File: src/rtl/key_conditioner.sv
// Key input conditioner: synchronises raw active-low buttons, debounces each key with a
// shared tick prescaler and a per-key FSM, and emits clean levels, edge pulses and toggle bits.
module key_conditioner #(
   parameter int unsigned N_KEYS       = 4,
   parameter int unsigned TICK_DIV     = 16,
   parameter int unsigned STABLE_TICKS = 4
) (
   input  logic              CLK,
   input  logic              RESET,
   input  logic [N_KEYS-1:0] KEY_SW,
   output logic [N_KEYS-1:0] key_level,
   output logic [N_KEYS-1:0] key_press,
   output logic [N_KEYS-1:0] key_release,
   output logic [N_KEYS-1:0] key_toggle,
   output logic              tick
);

   localparam int unsigned      CNT_W    = $clog2(STABLE_TICKS + 1);
   localparam logic [CNT_W-1:0] CNT_LAST = CNT_W'(STABLE_TICKS - 1);

   typedef enum logic [1:0] {
      RELEASED     = 2'd0,
      PRESS_WAIT   = 2'd1,
      PRESSED      = 2'd2,
      RELEASE_WAIT = 2'd3
   } state_t;

   logic [N_KEYS-1:0]   sync1;
   logic [N_KEYS-1:0]   sync2;
   logic [N_KEYS-1:0]   p;
   logic [TICK_DIV-1:0] presc;

   state_t              state     [N_KEYS];
   state_t              state_nxt [N_KEYS];
   logic [CNT_W-1:0]    cnt       [N_KEYS];
   logic [CNT_W-1:0]    cnt_nxt   [N_KEYS];
   logic [N_KEYS-1:0]   level_nxt;
   logic [N_KEYS-1:0]   press_nxt;
   logic [N_KEYS-1:0]   release_nxt;

   assign p    = ~sync2;
   assign tick = &presc;

   // Synchroniser and free-running tick prescaler
   always_ff @(posedge CLK) begin
      if (!RESET) begin
         sync1 <= '1;
         sync2 <= '1;
         presc <= '0;
      end else begin
         sync1 <= KEY_SW;
         sync2 <= sync1;
         presc <= presc + TICK_DIV'(1);
      end
   end

   // Per-key FSM and counter state registers plus registered outputs
   always_ff @(posedge CLK) begin
      if (!RESET) begin
         for (int i = 0; i < N_KEYS; i++) begin
            state[i] <= RELEASED;
            cnt[i]   <= '0;
         end
         key_level   <= '0;
         key_press   <= '0;
         key_release <= '0;
         key_toggle  <= '0;
      end else begin
         for (int i = 0; i < N_KEYS; i++) begin
            state[i] <= state_nxt[i];
            cnt[i]   <= cnt_nxt[i];
         end
         key_level   <= level_nxt;
         key_press   <= press_nxt;
         key_release <= release_nxt;
         key_toggle  <= key_toggle ^ press_nxt;
      end
   end

   // Next-state: a bounce reverts the state and takes priority over a coincident tick
   always_comb begin
      level_nxt   = '0;
      press_nxt   = '0;
      release_nxt = '0;
      for (int i = 0; i < N_KEYS; i++) begin
         state_nxt[i] = state[i];
         cnt_nxt[i]   = cnt[i];
         case (state[i])
            RELEASED: begin
               if (p[i]) begin
                  state_nxt[i] = PRESS_WAIT;
                  cnt_nxt[i]   = '0;
               end
            end
            PRESS_WAIT: begin
               if (!p[i]) begin
                  state_nxt[i] = RELEASED;
                  cnt_nxt[i]   = '0;
               end else if (tick) begin
                  if (cnt[i] == CNT_LAST) begin
                     state_nxt[i] = PRESSED;
                     cnt_nxt[i]   = '0;
                  end else begin
                     cnt_nxt[i] = cnt[i] + CNT_W'(1);
                  end
               end
            end
            PRESSED: begin
               if (!p[i]) begin
                  state_nxt[i] = RELEASE_WAIT;
                  cnt_nxt[i]   = '0;
               end
            end
            RELEASE_WAIT: begin
               if (p[i]) begin
                  state_nxt[i] = PRESSED;
                  cnt_nxt[i]   = '0;
               end else if (tick) begin
                  if (cnt[i] == CNT_LAST) begin
                     state_nxt[i] = RELEASED;
                     cnt_nxt[i]   = '0;
                  end else begin
                     cnt_nxt[i] = cnt[i] + CNT_W'(1);
                  end
               end
            end
            default: begin
               state_nxt[i] = RELEASED;
               cnt_nxt[i]   = '0;
            end
         endcase
         level_nxt[i]   = (state_nxt[i] == PRESSED) || (state_nxt[i] == RELEASE_WAIT);
         press_nxt[i]   = (state[i] == PRESS_WAIT) && (state_nxt[i] == PRESSED);
         release_nxt[i] = (state[i] == RELEASE_WAIT) && (state_nxt[i] == RELEASED);
      end
   end

endmodule

File: config.mk
export PLATFORM = sky130hd
export DESIGN_NAME = key_conditioner
export DESIGN_NICKNAME = d
export VERILOG_FILES = /design/src/rtl/key_conditioner.sv
export SDC_FILE = /design/constraint.sdc
export NUM_CORES = 1
export LEC_CHECK = 0
export CORE_MARGIN = 2
export CORE_UTILIZATION = 50
export DETAILED_ROUTE_END_ITERATION = 10
export PLACE_DENSITY = 0.71
export SKIP_CTS_REPAIR_TIMING = 1
export SYNTH_ARGS = -nofsm -noshare
export SYNTH_HDL_FRONTEND = slang
export SYNTH_SLANG_ARGS = --single-unit
export TNS_END_PERCENT = 30
File: constraint.sdc
create_clock -name CLK -period 2.4 [get_ports CLK]
set_clock_uncertainty 0.05 [all_clocks]
set_input_delay 0.48 -clock CLK [delete_from_list [all_inputs] [get_ports CLK]]
set_output_delay 0.48 -clock CLK [all_outputs]
set_load 0.01 [all_outputs]
==> key figures <==
Place
  • Port Buffers: 22
  • Placed cell area: 2858 µm²
  • GPL Wtd Cong: 0.7621
  • Post-DP HPWL: 3.203 mm
  • Pre-CTS WS: 0.1928 ns
  • Inst Count DP: 355

Synthesis
  • Leading area contributor after synthesis: dfxtp_1
  • EDFF count, synth: 0
  • Main synth FF type: dfxtp_1
  • Yosys reg bits: 59
  • Synth Instances: 268
  • Share of the synthesized area in the top cell type: 46.05%
  • Syn Area/Cell: 9.571 µm²
  • Synth cell types: 39
  • Post-synthesis sequential area ratio: 46.05%
  • Syn nets: 279
  • Synthesized cell area: 2565 µm²
  • Syn. warnings: 0
  • Top area cells in the synthesized netlist: dfxtp_1 46%, nand2b_1 5.1%, nand2_1 4.7%, xnor2_1 3.8%, o311ai_1 3.4%
  • Asr flop ratio synth: 0%

Power
  • Lkg Pwr: 1.099 nW
  • Worst vdd ir: 0.4063 mV
  • Power per cell area: 604.1 nW/µm²

Setup path
  • CP Class: flip-flop to primary output
  • Worst Path Required: 1.87 ns
  • Worst-path maximum fanout: 5
  • CP Capture Type: primary output
  • Crit path launch type: flip-flop
  • WP data arrival: 1.60 ns

Clock tree
  • TritonCTS clock tree: built
  • Buffer depth of the longest clock path: 2
  • Worst-skew pair later-pin latency: 0.34 ns
  • Clk sink count: 59
  • Root Driver: clkbuf_8
  • H-Tree Depth: 3
  • CTS buffer count: 9
  • Clock-pin transition on the worst setup and hold timing paths: 0.07 ns

Finish
  • Total Nets Final: 307
  • # diodes: 0
  • Final-layout fill cell count: 431
  • Reg area: 1181 µm²
  • Share of cells above drive strength 1: 10.33%
  • Final std cells w/o fill: 370
  • Final instance area: 3029 µm²
  • Area of the multi-input gates: 1304 µm²
  • Area grow syn2layout: 18.10%

Timing
  • Worst-Margin Slew: 0.5085 ns
  • Final period util: 88.55%
  • RSZ-0062 raised after global routing: false
  • Tmin final: 2.125 ns
  • Max_slew headroom: 66.10%
  • Max-slew violation total from the final report: 0
  • Final-report hold violation count: 0
  • Hold WS: 0.3579 ns
  • Final setup fails: 0
  • Max Freq: 0.4706 GHz
  • Setup WS post-layout: 0.2749 ns

Routing
  • Iter 0 DRT Violations: 64
  • Router iterations before antenna repair: 4
  • Routed WL per cell: 12.86 µm
  • Detailed-route DRC error count: 0
  • Via count: 1996
  • Final ANT Viol Nets: 0
  • Vias per cell: 5.395
  • Wirelength, routed: 4.760 mm

Outcome
  • Status: finished, final reports clean

Floorplan
  • Core Area: 5042 µm²
  • Starting Density: 50.87%
  • Chip width: 75.63 µm
  • Die footprint: 5719 µm²
  • Die H: 75.63 µm
  • IO Count: 23
  • Row Count: 26

Global routing
  • Vias in the first global route: 1769
  • Global route overflow: 0
  • First-pass GRT wire length: 7.872 mm
  • Total track usage: 18.39%
  • Initial antenna violation count: 0
  • Largest net degree at the start of global routing: 34

Min path
  • HP Class: flip-flop to flip-flop

Flow run
  • Max Cap Viol: 0
## metal layers
metal | routed length (µm) | track usage [%]
met5 | 0 | 0
met4 | 82 | 7.018
met3 | 150 | 7.143
met2 | 2208 | 28.99
met1 | 2319 | 22.82
## layout make-up
type / count / area share (%)
clock buffer: 10 / 4.544
clock inverter: 5 / 0.9913
inverter: 3 / 0.3717
multi-input combinational: 193 / 43.04
sequential: 59 / 38.99
tap: 70 / 2.891
timing repair buffer: 30 / 9.170
## critical path: stages (launching register included)
cell and delay [ns]:
dfxtp_1 0.37, ha_1 0.21, and3_2 0.26, nand3_2 0.10, nor2_1 0.15, dlymetal6s2s_1 0.18
## cells in the final DEF, fill, tap and decap left out, types with 2 or more instances in the layout
cell / instances
nor3_2: 3
buf_4: 8
o41ai_1: 4
o21ai_0: 2
nand4_1: 6
nand2b_1: 21
nand2_1: 32
xor2_1: 5
and2_1: 12
xnor2_1: 11
or3_1: 6
inv_1: 3
clkdlybuf4s50_1: 20
mux2i_1: 7
nand3b_1: 7
nor4_1: 7
and4_1: 2
dfxtp_1: 59
clkbuf_8: 10
nor3b_1: 2
or4_1: 7
o311ai_1: 10
o31ai_1: 3
clkinv_2: 3
ha_1: 5
clkinvlp_4: 2
nor2_1: 9
nor3_1: 4
nor2b_1: 2
a31oi_1: 3
o211ai_1: 2
nand3_1: 11
o211a_1: 3
## registers in the layout (all words and copies together) (netlist names)
| name | count |
|---|---|
| cnt | 12 |
| key_level | 4 |
| key_press | 4 |
| key_release | 4 |
| key_toggle | 4 |
| presc | 16 |
| state | 7 |
| sync1 | 4 |
| sync2 | 4 |
## cell families (layout without fill, tap and decap cells)
kind of cell,Yosys count,in the layout,synth area share [%]
muxes,7,7,2.732
xor gates and xnor gates,16,16,5.463
adders and majority gates,5,5,2.439
and+or+nand+nor,136,136,30.98
buffers and inverters,16,48,3.171
AOI/OAI and AO/OA,29,29,9.171
DFF,59,59,46.05
## where the power goes
| part | leakage (nW) | internal (mW) | total [mW] | switching [mW] |
|---|---|---|---|---|
| clock network | 0.0839 | 0.390 | 0.775 | 0.385 |
| logic | 0.537 | 0.0241 | 0.0541 | 0.0300 |
| registers | 0.478 | 0.992 | 1.00 | 0.00935 |
## Yosys cell counts (4+ instances only)
master / instances
or4_1: 7
o311ai_1: 10
or3_1: 6
xor2_1: 5
mux2i_1: 7
nand3_1: 11
nand2b_1: 21
o41ai_1: 4
nor2_1: 9
xnor2_1: 11
nor4_1: 7
nand2_1: 32
and2_1: 12
clkbuf_1: 8
dfxtp_1: 59
nor3_1: 4
nand3b_1: 7
nand4_1: 6
ha_1: 5
## path summary, 6_finish.rpt
check | startpoint | cells past startpoint | endpoint | slack (ns)
worst max-delay path | presc[0] | 5 | tick | 0.27
worst min-delay path | sync1[2] | 1 | sync2[2] | 0.36
worst max register to register | presc[0] | 6 | cnt[0][0] | 0.46
worst min register to register | sync1[2] | 1 | sync2[2] | 0.36
## per-stage QoR
stage | util (%) | setup TNS (ns) | power [mW]
2_1_floorplan | - | 0 | 1.059
3_3_place_gp | 56.67 | 0 | 1.076
3_5_place_dp | 56.67 | 0 | 1.077
4_1_cts | 60.00 | -0.1764 | 1.851
5_1_grt | 60.07 | 0 | 1.892
6_report | 60.07 | 0 | 1.830
Power figures use the tool's default switching activity.
